[src/rtl/alu_op_sequencer.sv]
// Execute/writeback sequencer for the mini CPU data_path.
// Accepts one register-register or unary ALU instruction. It then steps through
// LOAD_Y, EXEC, WB_LO, WB_HI and DONE, one state per cycle, and drives the
// data_path strobes from the current state and the captured instruction fields.
// State changes on the falling edge of Clock, so the strobes are stable across
// the data_path rising edge.
// Optional feature macro: SEQ_R0_WRITE_GUARD_EN. When it is defined, narrow
// writebacks to R0 are suppressed.
module alu_op_sequencer #(
   parameter logic [4:0] MUL_OP = 5'b01111,
   parameter logic [4:0] DIV_OP = 5'b10000,
   parameter logic [4:0] NEG_OP = 5'b10001,
   parameter logic [4:0] NOT_OP = 5'b10010
) (
   input  logic        Clock,
   input  logic        clear,
   input  logic        start,
   input  logic [4:0]  op_in,
   input  logic [3:0]  ra,
   input  logic [3:0]  rb,
   input  logic [3:0]  rc,
   output logic        ready,
   output logic        done,
   output logic [4:0]  op,
   output logic [15:0] Rout,
   output logic [15:0] Rin,
   output logic        Yin,
   output logic        ZHighin,
   output logic        Zlowin,
   output logic        Zhighout,
   output logic        Zlowout,
   output logic        HIin,
   output logic        LOin
);

   typedef enum logic [2:0] {
      StIdle,
      StLoadY,
      StExec,
      StWbLo,
      StWbHi,
      StDone
   } state_e;

   state_e     state_q, state_d;
   logic [4:0] op_q;
   logic [3:0] ra_q, rb_q, rc_q;

   logic in_unary;
   logic cap_unary;
   logic cap_wide;

   assign in_unary  = (op_in == NEG_OP) || (op_in == NOT_OP);
   assign cap_unary = (op_q == NEG_OP) || (op_q == NOT_OP);
   assign cap_wide  = (op_q == MUL_OP) || (op_q == DIV_OP);

   // State register and instruction capture; fields are latched only on acceptance in IDLE.
   always_ff @(negedge Clock or negedge clear) begin
      if (!clear) begin
         state_q <= StIdle;
         op_q    <= 5'd0;
         ra_q    <= 4'd0;
         rb_q    <= 4'd0;
         rc_q    <= 4'd0;
      end else begin
         state_q <= state_d;
         if (state_q == StIdle && start) begin
            op_q <= op_in;
            ra_q <= ra;
            rb_q <= rb;
            rc_q <= rc;
         end
      end
   end

   // Next-state selection; unary ops skip the Y load, wide ops add a HI writeback.
   always_comb begin
      state_d = state_q;
      case (state_q)
         StIdle: begin
            if (start) begin
               state_d = in_unary ? StExec : StLoadY;
            end
         end
         StLoadY: state_d = StExec;
         StExec:  state_d = StWbLo;
         StWbLo:  state_d = cap_wide ? StWbHi : StDone;
         StWbHi:  state_d = StDone;
         StDone:  state_d = StIdle;
         default: state_d = StIdle;
      endcase
   end

   // Strobe decode from state and captured fields only; at most one bus driver per state.
   always_comb begin
      ready    = 1'b0;
      done     = 1'b0;
      op       = 5'd0;
      Rout     = 16'h0000;
      Rin      = 16'h0000;
      Yin      = 1'b0;
      ZHighin  = 1'b0;
      Zlowin   = 1'b0;
      Zhighout = 1'b0;
      Zlowout  = 1'b0;
      HIin     = 1'b0;
      LOin     = 1'b0;
      case (state_q)
         StIdle: ready = 1'b1;
         StLoadY: begin
            Rout[rb_q] = 1'b1;
            Yin        = 1'b1;
         end
         StExec: begin
            op      = op_q;
            ZHighin = 1'b1;
            Zlowin  = 1'b1;
            if (cap_unary) begin
               Rout[rb_q] = 1'b1;
            end else begin
               Rout[rc_q] = 1'b1;
            end
         end
         StWbLo: begin
            Zlowout = 1'b1;
            if (cap_wide) begin
               LOin = 1'b1;
            end else begin
`ifdef SEQ_R0_WRITE_GUARD_EN
               // R0 is treated as read-only; the sequence timing is unchanged.
               if (ra_q != 4'd0) begin
                  Rin[ra_q] = 1'b1;
               end
`else
               Rin[ra_q] = 1'b1;
`endif
            end
         end
         StWbHi: begin
            Zhighout = 1'b1;
            HIin     = 1'b1;
         end
         StDone: done = 1'b1;
         default: ready = 1'b0;
      endcase
   end

endmodule

[config.mk]
export PLATFORM = sky130hd
export DESIGN_NAME = alu_op_sequencer
export DESIGN_NICKNAME = d
export VERILOG_FILES = /design/src/rtl/alu_op_sequencer.sv
export SDC_FILE = /design/constraint.sdc
export NUM_CORES = 1
export LEC_CHECK = 0
export ABC_CLOCK_PERIOD_IN_PS = 3900
export CAP_MARGIN = 20
export CELL_PAD_IN_SITES_DETAIL_PLACEMENT = 0
export CELL_PAD_IN_SITES_GLOBAL_PLACEMENT = 1
export CORE_MARGIN = 1
export CORE_UTILIZATION = 31
export DETAILED_ROUTE_END_ITERATION = 8
export PLACE_DENSITY_LB_ADDON = 0.12
export SYNTH_ARGS = -nofsm -noshare
export SYNTH_HDL_FRONTEND = slang
export SYNTH_SLANG_ARGS = --single-unit
[constraint.sdc]
create_clock -name Clock -period 3.9 [get_ports Clock]
set_clock_uncertainty 0.2 [all_clocks]
set_input_delay 0.585 -clock Clock [delete_from_list [all_inputs] [get_ports Clock]]
set_output_delay 0.585 -clock Clock [all_outputs]
set_load 0.01 [all_outputs]
* Word level (Yosys, flattened, before mapping)
Index checks and enable logic that the tools add are counted.
Storage, ports and cells: register bits 20, input port bits 20, output and inout bits 46, word-level logic and storage cells 54
Cells by class: order comparisons 6, equal/unequal tests 12, muxes and demuxes 23, reduce and logical (&&, ||, !) cells 8
Operators by type and width (count):
- $mux 16 | 3
- $pmux 16 s2 | 1
- $eq 5x5->1 const B | 5
- $lt 4x5->1 const B | 3
- $pmux 3 s5 | 1
- $demux 1 s4 | 3
- $ge 4x1->1 const B | 3
- $mux 1 | 12
- $eq 3x2->1 const B | 2
- $eq 3x3->1 const B | 2
- $eq 5x4->1 const B | 1
- $mux 5 | 1
- $logic_and 1x1->1 | 4
- $eq 3x1->1 const B | 1
- $logic_not 3->1 | 1
- $logic_or 1x1->1 | 3
- $mux 3 | 1
- $mux 2 | 1
- $ne 2x2->1 const B | 1

* Longest topological paths before layout
Gate-level depths: netlist of the first run.
word-level depth 6, gate-level depth with buffers 7

==> summary.txt, run 1 <==
row count -> 23
Reg-to-Reg Start -> op_q[4]
Slew Viols, Final -> 0
post-synthesis adder-cell area fraction -> 0%
core area -> 4120 um^2
register area -> 500 um^2
first-pass GRT wire length -> 8310 um
Port Buffers -> 65
full die area -> 4660 um^2
XOR/XNOR Fraction of Synth Area -> 1.29%
vias per cell -> 5.09
leading register cell type out of synthesis -> dfrtn_1
Distinct cells, synth -> 41
sequential share of the synthesized area -> 36.8%
Ports -> 66
P&R area growth vs syn -> 119%
maximum vdd ir drop -> 421 uV
gp weighted congestion -> 0.820
NetSw -> 0.000930 W
min-delay src -> rb_q[0]
pin count of the biggest net entering global routing -> 21
die height -> 68.2 um
status -> finished with violations
violations in the final reports -> setup timing
max_slew headroom -> 77.7%
total of warnings raised by yosys -> 0
Post-Route WL -> 5590 um
chip width -> 68.2 um
share of post-route cells with drive strength above 1 -> 67.6%
crit path from -> op_q[4]
RSZ-0062 raised after global routing -> yes
cells after synthesis -> 143
initial antenna violation count -> 0
number of synthesized register bits -> 20
root buffer cell -> clkbuf_8
crit path launch type -> flip-flop
most frequent cells in the layout -> 44 x buf_4, 43 x buf_6, 35 x buf_2
Num CTS Buffers -> 3
Syn Area/Cell -> 9.51 um^2
# nets final -> 305
antenna viol nets, final -> 0
post-synthesis mux area share -> 13.2%
Synth Area in Compound Gates -> 13.9%
diode count -> 0
Overall Global Routing Usage -> 24.2%
power share of the sequential group -> 20.1%
Leak Pwr -> 1.33 nW
critical path data arrival time -> 3.99 ns
cell-internal power -> 0.00135 W
largest family of logic cells by synthesized area -> simple AND/OR/NAND/NOR gates
Final Power -> 0.00228 W
clock transition at the registers of the reported paths -> 0.05 ns
number of remaining DRC errors -> 0
CP endpoint kind -> output port
critical path class -> reg -> out
CTS H-tree lvls -> 1
Multi-input gate area -> 1110 um^2
clock buffer depth -> 2
starting density of the core -> 33.0%
Initial DRT Pass Iterations -> 4
clk_lat worst skew -> 0.27 ns
Detailed Route Iter0 Violations -> 47
CP required -> 3.12 ns
Synth async-reset ratio -> 100%
TritonCTS clock tree -> yes
sw frac -> 40.8%
combinational power share -> 70.8%
Worst Setup Slack post-DPL -> -0.874 ns
wire length per cell -> 16.7 um
Hold Vio Cnt, Final -> 0
area share of and/or/nand/nor cells after synthesis -> 30.5%
most common cell after layout, fill and taps aside -> buf_4
synthesized area -> 1360 um^2
DPL Wire Length -> 3580 um
Clock Sinks -> 20
Worst Hold Class -> reg -> reg
Slew @ Worst Pin -> 0.333 ns
Fillers -> 298
syn_nets -> 163
crit path max fanout -> 4
routed vias -> 1,701
number of global-route vias before repair -> 1,747
max cap viols -> 0
GR Overflow Total -> 0
fin worst setup slack -> -0.876 ns
Post-synth EDFFs -> 0
Final setup viols -> 46
Clock Power Share -> 9.0%
pwr dens -> 765 nW/um^2
## sequential cells by signal (all words and copies together), names as in the netlist
register  cells
op_q          5
ra_q          4
rb_q          4
rc_q          4
state_q       3
## area by class of cell
class | count | area share (%)
clock inverters | 1 | 1.01
multi-input cells | 114 | 37.4
well taps | 50 | 2.10
clock buffers | 3 | 1.39
flip-flops and latches | 20 | 16.8
repair buffers | 143 | 40.8
inverters | 3 | 0.462
## metrics by stage
step | TNS, ns | hold WS, ns | cells | instance area, um^2 | utilization, %
2_1_floorplan | -6.97 | 0.257 | 143 | 1520 | -
3_3_place_gp | -31.84 | 0.293 | 287 | 2460 | 59.7
3_5_place_dp | -33.34 | 0.312 | 287 | 2460 | 59.7
4_1_cts | -28.72 | 0.320 | 326 | 2840 | 69.1
5_1_grt | -33.18 | 0.363 | 334 | 2980 | 72.4
6_report | -30.67 | 0.342 | 334 | 2980 | 72.4
## worst paths after layout
kind	end	slack, ns	cells after the start
max	Rout[4]	-0.88	6
min	rb_q[0]	0.34	1
max reg2reg	state_q[0]	1.72	6
min reg2reg	rb_q[0]	0.34	1
max in group asynchronous	rb_q[1]	0.95	2
min in group asynchronous	ra_q[2]	2.29	2
## layer usage
layer | global-route usage [%] | part of all wire [%]
met1 | 26.7 | 40
met2 | 46.1 | 55
met3 | 4.17 | 3.7
met4 | 7.81 | 1.3
met5 | 0 | 0
## power by group through the flow
| stage | logic (W) | registers [W] | clock network (W) |
|---|---|---|---|
| 2_1_floorplan | 0.000602 | 0.000432 | 0 |
| 3_3_place_gp | 0.00109 | 0.000426 | 0 |
| 3_5_place_dp | 0.00112 | 0.000437 | 0 |
| 4_1_cts | 0.00145 | 0.000442 | 0.000211 |
| 5_1_grt | 0.00171 | 0.000472 | 0.000222 |
| 6_report | 0.00162 | 0.000459 | 0.000206 |
## cell families (layout without fill, tap and decap cells)
| kind of cell | count (synthesis) | count (layout) |
|---|---|---|
| DFF | 20 | 20 |
| buffers and inverters | 9 | 150 |
| xor gates and xnor gates | 2 | 2 |
| AOI/OAI and AO/OA | 26 | 26 |
| and+or+nand+nor | 70 | 70 |
| muxes | 16 | 16 |
## repair_timing
action | CTS | global route
resized for setup | 238 | 28
endpoints found under the setup margin | 48 | 46
buffers inserted | 35 | 15
hold buffers | 0 | 0
pin swaps | 18 | 25
## synth_stat cells (2+ instances only)
master	n	area, um^2
mux2_1	15	169
nand2b_1	5	31.3
inv_1	2	7.51
o22ai_1	16	100
nand2_1	8	30.0
o21ai_0	2	10.0
nor3_1	3	15.0
or2_2	2	12.5
buf_2	2	10.0
nor3_2	2	20.0
xnor2_1	2	17.5
nand3b_1	5	37.5
nand3_1	3	15.0
o21ai_2	2	17.5
dfrtn_1	20	500
nor2_1	20	75.1
buf_4	2	15.0
buf_6	2	22.5
nand4_1	2	12.5
nor2b_1	2	12.5
and2_1	6	37.5
## critical path, stage by stage (launching register included)
cell and delay, ns:
dfrtn_1 0.43, or3b_4 0.44, or2_4 0.30, nand3b_1 0.20
buf_4 0.15, o22ai_2 0.07, buf_2 0.17
(Power assumes the default switching activity.)
==> run 2: changes to the inputs <==
Settings changed: ABC_AREA set to 1, CORE_ASPECT_RATIO set to 0.75.
==> summary.txt, run 2 <==
reg2reg end -> rc_q[0] (was state_q[0])
clk_lat worst skew -> 0.27 ns (about the same)
vias per cell -> 4.72 (was 5.09)
crit path from -> op_q[2] (was op_q[4])
antenna viol nets, final -> 0 (unchanged)
routed vias -> 2,371 (was 1,701)
Hold Vio Cnt, Final -> 0 (unchanged)
pwr dens -> 778 nW/um^2 (was 765 nW/um^2)
CP required -> 3.12 ns (about the same)
maximum vdd ir drop -> 329 uV (was 421 uV)
number of global-route vias before repair -> 2,135 (was 1,747)
post-layout util -> 64.1% (was 72.4%)
Synth top area share -> 29.1% (was 36.8%)
min-delay src -> ra_q[3] (was rb_q[0])
Slew @ Worst Pin -> 0.313 ns (was 0.333 ns)
Ports -> 66 (unchanged)
syn_nets -> 306 (was 163)
chip width -> 88.1 um (was 68.2 um)
hold_buf cts -> 0 (unchanged)
Critical Path Max Stage Delay -> 0.38 ns (was 0.44 ns)
crit path launch type -> flip-flop (unchanged)
GR Overflow Total -> 0 (unchanged)
fin worst setup slack -> -0.595 ns (was -0.876 ns)
starting density of the core -> 32.2% (was 33.0%)
Worst Setup EP -> Rout[12] (was Rout[4])
Slew Viols, Final -> 0 (unchanged)
Worst Setup Slack post-DPL -> -0.594 ns (was -0.874 ns)
Worst Hold Class -> reg -> reg (unchanged)
CP top delay family -> buffers and inverters (was simple AND/OR/NAND/NOR gates)
sequential share of the synthesized area -> 29.1% (was 36.8%)
reg2reg path depth -> 8 (was 6)
register bank with the most flops -> op_q (unchanged)
Post-Route WL -> 6580 um (was 5590 um)
Final Power -> 0.00267 W (was 0.00228 W)
Reg-to-Reg Start -> state_q[1] (was op_q[4])
P&R area growth vs syn -> 99.4% (was 119%)
core area -> 5350 um^2 (was 4120 um^2)
Distinct cells, synth -> 20 (was 41)
Synth area leader -> dfrtn_1 (unchanged)
number of remaining DRC errors -> 0 (unchanged)
CP endpoint kind -> output port (unchanged)
full die area -> 5860 um^2 (was 4660 um^2)
synthesized area -> 1720 um^2 (was 1360 um^2)
share of post-route cells with drive strength above 1 -> 49.6% (was 67.6%)
cell area after layout -> 3430 um^2 (was 2980 um^2)
Overall Global Routing Usage -> 22.3% (was 24.2%)
initial antenna violation count -> 0 (unchanged)
clock transition at the registers of the reported paths -> 0.05 ns (about the same)
CP Cell Sequence -> buf_6, nor3_4, buf_6, nand2_4, buf_4, o21ai_0, nand3_1, nand2_2, buf_6 (was or3b_4, or2_4, nand3b_1, buf_4, o22ai_2, buf_2)
worst hold margin -> 0.298 ns (was 0.342 ns)
count leader, synth -> nand2_1
crit-path most repeated cell -> buf_6
diode count -> 0 (unchanged)
most frequent cells in the layout -> 59 x nand2_1, 51 x buf_4, 37 x nand3_1 (was 44 x buf_4, 43 x buf_6, 35 x buf_2)
Port Buffers -> 65 (unchanged)
first-pass GRT wire length -> 10,000 um (was 8310 um)
Syn Area/Cell -> 6.02 um^2 (was 9.51 um^2)
max cap viols -> 0 (unchanged)
root buffer cell -> clkbuf_8 (unchanged)
TritonCTS clock tree -> yes (unchanged)
pin count of the biggest net entering global routing -> 21 (unchanged)
cells after synthesis -> 286 (was 143)
reg2reg setup slack -> 2.10 ns (was 1.72 ns)
number of synthesized register bits -> 20 (unchanged)
leading register cell type out of synthesis -> dfrtn_1 (unchanged)
total of warnings raised by yosys -> 0 (unchanged)
crit path max fanout -> 4 (unchanged)
Initial DRT Pass Iterations -> 4 (unchanged)
Leak Pwr -> 1.81 nW (was 1.33 nW)
CP bufs+invs -> 4 (was 2)
Final setup viols -> 46 (unchanged)
Detailed Route Iter0 Violations -> 133 (was 47)
Clock Sinks -> 20 (unchanged)
gp weighted congestion -> 0.814 (was 0.820)
Num CTS Buffers -> 3 (unchanged)
# nets final -> 448 (was 305)
wire length per cell -> 13.1 um (was 16.7 um)
violations in the final reports -> setup timing (unchanged)
status -> finished with violations (unchanged)
DPL Wire Length -> 4170 um (was 3580 um)
Stages on worst setup path -> 9 (was 6)
critical path data arrival time -> 3.71 ns (was 3.99 ns)
Post-synth EDFFs -> 0 (unchanged)
max reg flops -> 5 (unchanged)
critical path class -> reg -> out (unchanged)
RSZ-0062 raised after global routing -> yes (unchanged)
clock buffer depth -> 2 (unchanged)
Placed Area -> 2850 um^2 (was 2460 um^2)
slowest CP cell -> dfrtn_1 (was or3b_4)
max_slew headroom -> 79.1% (was 77.7%)
most common cell after layout, fill and taps aside -> nand2_1 (was buf_4)
die height -> 66.5 um (was 68.2 um)
Commonest cells post-synth -> 76 x nand2_1, 52 x nand3_1, 47 x nor2_1, 33 x inv_1, 20 x dfrtn_1 (was 20 x dfrtn_1, 20 x nor2_1, 16 x o22ai_1, 15 x mux2_1, 8 x nand2_1)
top cells by area, synth -> dfrtn_1 29%, nand2_1 17%, nand3_1 15% (was dfrtn_1 37%, mux2_1 12%, o22ai_1 7.4%)
Synth async-reset ratio -> 100% (unchanged)
CTS H-tree lvls -> 1 (unchanged)
row count -> 23 (unchanged)
## run 2: area by class of cell
class | instances | area (um^2)
clock buffers | 3 | 41.3
clock inverters | 1 | 30.0
fillers | 513 | 1920
inverters | 36 | 138
multi-input cells | 220 | 1290
flip-flops and latches | 20 | 500
well taps | 75 | 93.8
repair buffers | 147 | 1340
## run 2: tightest hold or removal path: stages, from the launching register on
cell     delay (ns)
dfrtn_1        0.47
nand2_1        0.07
nand2_1        0.05
## run 2: where the power goes
group | internal [W] | switching [W]
Sequential | 0.000313 | 0.0000925
Combinational | 0.00101 | 0.00105
Clock | 0.000137 | 0.0000694
## run 2: layer usage
layer	global-route usage (%)	wire length [um]	vias to the layer above
met5	0	0	-
met4	2.42	70	0
met3	2.97	372	8
met2	37.3	3160	77
met1	31.5	2980	1092
li1	-	-	1194
## run 2: worst min-delay path by stage
stage | endpoint | slack (ns) | cells after the start
finish | ra_q[3] | 0.30 | 2
global route | ra_q[3] | 0.32 | 2
CTS | ra_q[3] | 0.30 | 2
detailed placement | ra_q[3] | 0.29 | 2
global placement | ra_q[3] | 0.29 | 2
floorplan | ra_q[3] | 0.26 | 2
## run 2: stage by stage
stage	cells	TNS, ns
after floorplan	286	-0.514
after global placement	468	-20.23
after detailed placement	468	-21.04
after CTS	501	-16.79
after global routing	502	-21.90
final	502	-18.40
## run 2: cells by family (layout without fill, tap and decap cells)
kind of cell           Yosys count  after routing  share of synthesized area [%]
AOI/OAI and AO/OA               34             34                           9.88
buffers and inverters           47            187                           13.0
DFF                             20             20                           29.1
and+or+nand+nor                185            186                           48.0
## run 2: what timing repair did
action	in CTS	in global routing
buffers inserted	24	5
resized for setup	250	54
pin swaps	28	24
endpoints found under the setup margin	46	46
cloned	5	0
==> run 3: changes to the inputs <==
Settings changed: CELL_PAD_IN_SITES_DETAIL_PLACEMENT 0 to not set, CELL_PAD_IN_SITES_GLOBAL_PLACEMENT 1 to not set, CORE_UTILIZATION 31 to 48.
==> summary.txt, run 3 <==
status -> did not finish (was finished with violations)
Fail Step -> clock tree synthesis
Err -> [ERROR DPL-0033] detailed placement checks failed during check placement.
Synth top area share -> 29.1% (unchanged)
number of cells after detailed placement -> 423 (was 468)
sequential share of the synthesized area -> 29.1% (unchanged)
CTS resizes -> 267 (was 250)
Clock Sinks -> 20 (unchanged)
cells after synthesis -> 286 (unchanged)
synthesized area -> 1720 um^2 (unchanged)
DPL Wire Length -> 3930 um (was 4170 um)
row count -> 18 (was 23)
chip width -> 71.2 um (was 88.1 um)
die height -> 53.9 um (was 66.5 um)
Synth async-reset ratio -> 100% (unchanged)
Syn Area/Cell -> 6.02 um^2 (unchanged)
# Post-CTS Setup Buffers -> 59 (was 24)
CTS H-tree lvls -> 1 (unchanged)
total of warnings raised by yosys -> 0 (unchanged)
hold_buf cts -> 0 (unchanged)
Ports -> 66 (unchanged)
Port Buffers -> 65 (unchanged)
Post-synth EDFFs -> 0 (unchanged)
count leader, synth -> nand2_1 (unchanged)
starting density of the core -> 51.3% (was 32.2%)
number of synthesized register bits -> 20 (unchanged)
clock buffer depth -> 2 (unchanged)
Commonest cells post-synth -> 76 x nand2_1, 52 x nand3_1, 47 x nor2_1, 33 x inv_1, 20 x dfrtn_1 (unchanged)
Num CTS Buffers -> 3 (unchanged)
leading register cell type out of synthesis -> dfrtn_1 (unchanged)
top cells by area, synth -> dfrtn_1 29%, nand2_1 17%, nand3_1 15% (unchanged)
Distinct cells, synth -> 20 (unchanged)
Synth area leader -> dfrtn_1 (unchanged)
root buffer cell -> clkbuf_8 (unchanged)
gp weighted congestion -> 0.954 (was 0.814)
syn_nets -> 306 (unchanged)
Placed Area -> 2730 um^2 (was 2850 um^2)
run 3: kinds of logic after synthesis:
| group | after synthesis | synth area share [%] |
|---|---|---|
| compound gates | 34 | 9.88 |
| buf+inv | 47 | 13.0 |
| flops | 20 | 29.1 |
| simple gates | 185 | 48.0 |
run 3: metrics by stage:
step	setup WS, ns	util [%]
detailed placement	-0.682	81.3
floorplan	-0.0476	-
global placement	-0.554	81.3
==> run 4: changes to the inputs <==
Settings changed: CORE_ASPECT_RATIO 0.75 to not set, CORE_UTILIZATION 48 to 40, PLACE_DENSITY_LB_ADDON 0.12 to 0.15.
==> summary.txt, run 4 (synthesis gave the netlist of run 2 again) <==
NetSw -> 0.00136 W
Detailed Route Iter0 Violations -> 534
number of global-route vias before repair -> 2,329
crit path max fanout -> 8
post-layout util -> 85.4%
gp weighted congestion -> 0.863 (was 0.954)
cell-internal power -> 0.00143 W
crit path from -> op_q[2]
max cap viols -> 0
first-pass GRT wire length -> 11,100 um
slowest CP cell -> dfrtn_1
register bank with the most flops -> op_q
routed vias -> 2,745
CP bufs+invs -> 4
Slew Viols, Final -> 0
initial antenna violation count -> 0
most frequent cells in the layout -> 58 x nand2_1, 52 x buf_6, 50 x buf_4
diode count -> 0
hold depth -> 2
Post-Route WL -> 8320 um
Leak Pwr -> 1.84 nW
critical path class -> reg -> out
hold_buf cts -> 0 (unchanged)
TritonCTS clock tree -> yes
most common cell after layout, fill and taps aside -> nand2_1
vias per cell -> 5.68
worst hold margin -> 0.294 ns
grt met3 use -> 3.38%
Initial DRT Pass Iterations -> 7
pwr dens -> 805 nW/um^2
Num CTS Buffers -> 3 (unchanged)
fin worst setup slack -> -0.685 ns
share of post-route cells with drive strength above 1 -> 49.9%
# nets final -> 454
max_slew headroom -> 80.6%
P&R area growth vs syn -> 101%
crit path launch type -> flip-flop
max reg flops -> 5
GR Overflow Total -> 0
wire length per cell -> 17.2 um
reg2reg setup slack -> 1.91 ns
Worst Setup EP -> Rout[1]
Overall Global Routing Usage -> 32.5%
CTS H-tree lvls -> 1 (unchanged)
critical path data arrival time -> 3.80 ns
Clock Sinks -> 20 (unchanged)
Critical Path Max Stage Delay -> 0.41 ns
antenna viol nets, final -> 0
combinational power share -> 78.7%
power share of the sequential group -> 15.3%
clk_lat worst skew -> 0.27 ns
reg2reg end -> rc_q[2]
root buffer cell -> clkbuf_8 (unchanged)
CP required -> 3.12 ns
reg2reg path depth -> 10
Hold Vio Cnt, Final -> 0
CP endpoint kind -> output port
crit-path most repeated cell -> buf_6
grt peak-use layer -> met2
maximum vdd ir drop -> 520 uV
Slew @ Worst Pin -> 0.290 ns
Stages on worst setup path -> 9
met2 usage -> 58.0%
status -> finished with violations (was did not finish)
sw frac -> 48.6%
CP Cell Sequence -> buf_6, nor3_4, buf_4, buf_6, nand2_4, o21ai_1, nand3_1, nand2_2, buf_6
Clock Power Share -> 6.0%
row count -> 23 (was 18)
clock buffer depth -> 2 (unchanged)
Final setup viols -> 46
full die area -> 4570 um^2
clock transition at the registers of the reported paths -> 0.06 ns
CP top delay family -> simple AND/OR/NAND/NOR gates
violations in the final reports -> setup timing
die height -> 67.6 um (was 53.9 um)
Reg-to-Reg Start -> state_q[1]
DPL Wire Length -> 3670 um (was 3930 um)
Worst Hold Class -> reg -> reg
Fillers -> 217
core area -> 4060 um^2
number of remaining DRC errors -> 0
Ports -> 66 (unchanged)
chip width -> 67.6 um (was 71.2 um)
Port Buffers -> 65 (unchanged)
starting density of the core -> 42.4% (was 51.3%)
pin count of the biggest net entering global routing -> 27
met1 Resource Use GR -> 38.0%
RSZ-0062 raised after global routing -> yes
==> run 4: cell type report <==
type                       count  area, um^2  area share (%)
tap                           50        62.6            1.81
clock buffer                   4        55.1            1.59
sequential                    20         500            14.4
multi-input combinational    220        1310            37.9
timing repair buffer         153        1390            40.2
inverter                      36         140            4.04
==> run 4: power by group through the flow <==
stage	Combinational, W	Sequential [W]	Clock, W
2_1_floorplan	0.000738	0.000398	0
3_3_place_gp	0.00134	0.000396	0
3_5_place_dp	0.00135	0.000400	0
4_1_cts	0.00183	0.000399	0.000161
5_1_grt	0.00232	0.000431	0.000181
6_report	0.00220	0.000426	0.000166
==> run 4: routing by layer <==
| layer | vias up | routed length [um] |
|---|---|---|
| met4 | 0 | 552 |
| met2 | 228 | 4100 |
| met3 | 73 | 725 |
| met5 | - | 0 |
| li1 | 1208 | - |
| met1 | 1236 | 2940 |
==> run 4: what timing repair did <==
action / CTS / global route
pin swaps: 25 / 20
buffers inserted: 34 / 17
endpoints found under the setup margin: 46 / 46
gates resized for setup: 274 / 50
cloned: 2 / 0
==> run 4: worst min-delay path by stage <==
stage,from,end,slack [ns]
final,ra_q[3],ra_q[3],0.29
after global routing,ra_q[3],ra_q[3],0.34
after CTS,ra_q[3],ra_q[3],0.29
after detailed placement,ra_q[3],ra_q[3],0.29
after global placement,ra_q[3],ra_q[3],0.28
after floorplan,ra_q[3],ra_q[3],0.26
==> run 4: worst min-delay path: stages, from the launching register on <==
cell and delay (ns):
dfrtn_1 0.46, nand2_1 0.07, nand2_1 0.05
==> run 4: through the flow <==
step           TNS [ns]  cell area, um^2  power, W  setup WS [ns]  std cells
2_1_floorplan    -0.514             1760   0.00114        -0.0476        286
3_3_place_gp     -19.14             2730   0.00173         -0.542        432
3_5_place_dp     -19.99             2730   0.00175         -0.589        432
4_1_cts          -16.40             3220   0.00239         -0.580        472
5_1_grt          -23.89             3460   0.00293         -0.740        483
6_report         -21.98             3460   0.00279         -0.685        483
==> RTL change 1: new RTL, settings of run 1 <==
The option `SEQ_R0_WRITE_GUARD_EN` is turned on by a define.
--- a/src/rtl/alu_op_sequencer.sv
+++ b/src/rtl/alu_op_sequencer.sv
@@ -6,6 +6,8 @@
 // the data_path rising edge.
 // Optional feature macro: SEQ_R0_WRITE_GUARD_EN. When it is defined, narrow
 // writebacks to R0 are suppressed.
+`define SEQ_R0_WRITE_GUARD_EN
+
 module alu_op_sequencer #(
    parameter logic [4:0] MUL_OP = 5'b01111,
    parameter logic [4:0] DIV_OP = 5'b10000,
Function: changed (Yosys sat finds a counterexample within 4 cycles, from zero or initial values).
==> RTL change 1 against run 1 <==
Setup slack gained 0.19 ns; final cell count shrank 6.3%; routed wire length shrank 22%; the run still ends with negative setup slack left; die area shrank 0.98%; non-clock buffer count shrank 14; first-iteration DRC count shrank 6.4%; global-route usage shrank 4.9 points; highest routed layer unchanged; synthesized area shrank 1.0%; design area shrank 4.6%; critical endpoint is now Rout[5]; sequential cell count is the same; power shrank 9.5%.
==> RTL change 1: results (changes against run 1) <==
Logic synthesis
  – Multiplexer share of the synthesized area: 0.170 (+0.0376)
  – Synth top area cells: dfrtn_1, mux2_4, o22ai_1, mux2_2, nor2_1
  – Register area share after synthesis: 0.372 (+0.00376)
  – Syn nets: 159 (-2.5%)
  – Post-synthesis cell type count: 33 (-20%)
  – XOR/XNOR Fraction of Synth Area: 0.0130 (+0.000132)
  – Synth top cells by count: dfrtn_1, o22ai_1, nor2_1
  – Synth Area in Compound Gates: 0.114 (-0.0246)

Routing
  – Iter 0 DRT Violations: 44 (-6.4%)
  – Via density: 4.88 (-4.2%)
  – Final wirelength: 4.35 mm (-22%)

Run status
  – Violated checks: negative setup slack
  – Outcome: complete, but fails checks

Final layout
  – # nets final: 285 (-6.6%)
  – Fin cells: 313 (-6.3%)
  – Fill cells: 311 (+4.4%)

Clock network
  – H-Tree Depth: 1 (unchanged)

STA
  – Finish-stage setup viols: 45 (-2.2%)
  – Setup TNS: -23.41 ns (+7.26 ns)
  – Final WS setup: -0.688 ns (+0.188 ns)

Power and ir drop
  – Leakage: 1.30 nW (-2.4%)
  – P_int: 1.22 mW (-9.7%)

Worst setup path
  – R2R Path End: rb_q[3]
  – Arr. time, crit path: 3.80 ns (-0.19 ns)
  – R2R Setup Slk: 1.86 ns (+0.14 ns)
  – Reg2reg path depth: 7 (+1)
  – Crit path to: Rout[5]
  – Crit. Startpoint: state_q[1]

Die
  – # rows: 23 (unchanged)

Placement
  – Cells after DPL: 281 (-2.1%)
  – PortBufs: 64 (-1.5%)

Global route
  – First-pass GRT wire length: 6.81 mm (-18%)
  – Total GRT Usage: 0.193 (-0.0494)
==> RTL change 1: worst max-delay path, stage by stage, from the launching register on <==
cell and delay [ns]:
dfrtn_1 0.47, nor3b_4 0.30, a31o_4 0.23, nand3b_1 0.15, buf_4 0.18, o22ai_2 0.10
buf_2 0.16
==> RTL change 1: power by group through the flow <==
stage | clock (mW) | combinational [mW] | sequential [mW]
after CTS | 0.133 | 1.31 | 0.465
final | 0.130 | 1.45 | 0.480
after global placement | 0 | 1.08 | 0.449
after floorplan | 0 | 0.674 | 0.428
after detailed placement | 0 | 1.11 | 0.459
after global routing | 0.142 | 1.56 | 0.495
==> RTL change 1: final cells by class <==
class                      count  area (um^2)  share of cell area
multi-input combinational    109         1140               0.400
timing repair buffer         129         1090               0.385
sequential                    20          500               0.176
tap                           50         62.6              0.0220
clock buffer                   3         41.3              0.0145
inverter                       2         7.51             0.00264
==> RTL change 1: how the worst min path moves through the flow <==
stage                 start      end  slack, ns  cells after the start
detailed placement  op_q[4]  op_q[4]       0.29                      1
global route        op_q[4]  op_q[4]       0.33                      1
floorplan           op_q[4]  op_q[4]       0.26                      1
finish              op_q[4]  op_q[4]       0.32                      1
global placement    op_q[4]  op_q[4]       0.27                      1
CTS                 op_q[4]  op_q[4]       0.31                      1
==> RTL change 1: stage by stage <==
stage / total power, mW / hold WS (ns) / setup WS, ns / cell area [um^2] / utilization
floorplan: 1.10 / 0.259 / -0.207 / 1560 / -
detailed placement: 1.56 / 0.293 / -0.757 / 2470 / 0.605
finish: 2.06 / 0.316 / -0.688 / 2840 / 0.696
global route: 2.19 / 0.333 / -0.777 / 2840 / 0.696
CTS: 1.90 / 0.313 / -0.680 / 2650 / 0.649
global placement: 1.53 / 0.272 / -0.738 / 2470 / 0.605
==> RTL change 1: cells by family after synthesis <==
logic type | after synthesis
flip-flops | 20
other | 1
multiplexers | 17
buffers and inverters | 10
XOR/XNOR | 2
AND/OR/NAND/NOR | 66
AO/OA/AOI/OAI | 23
==> RTL change 1: per-layer routing <==
metal	vias to the layer above	track usage	part of all wire
met5	-	0	0
met4	0	0.0156	0.0018
met3	2	0.0417	0.043
met2	35	0.337	0.52
met1	736	0.252	0.44
li1	754	-	-
==> RTL change 1: timing repair <==
action / in CTS / in global routing
endpoints found under the setup margin: 46 / 46
gates resized for setup: 217 / 32
buffers inserted: 22 / 12
pin swaps: 23 / 15
cloned: 0 / 0
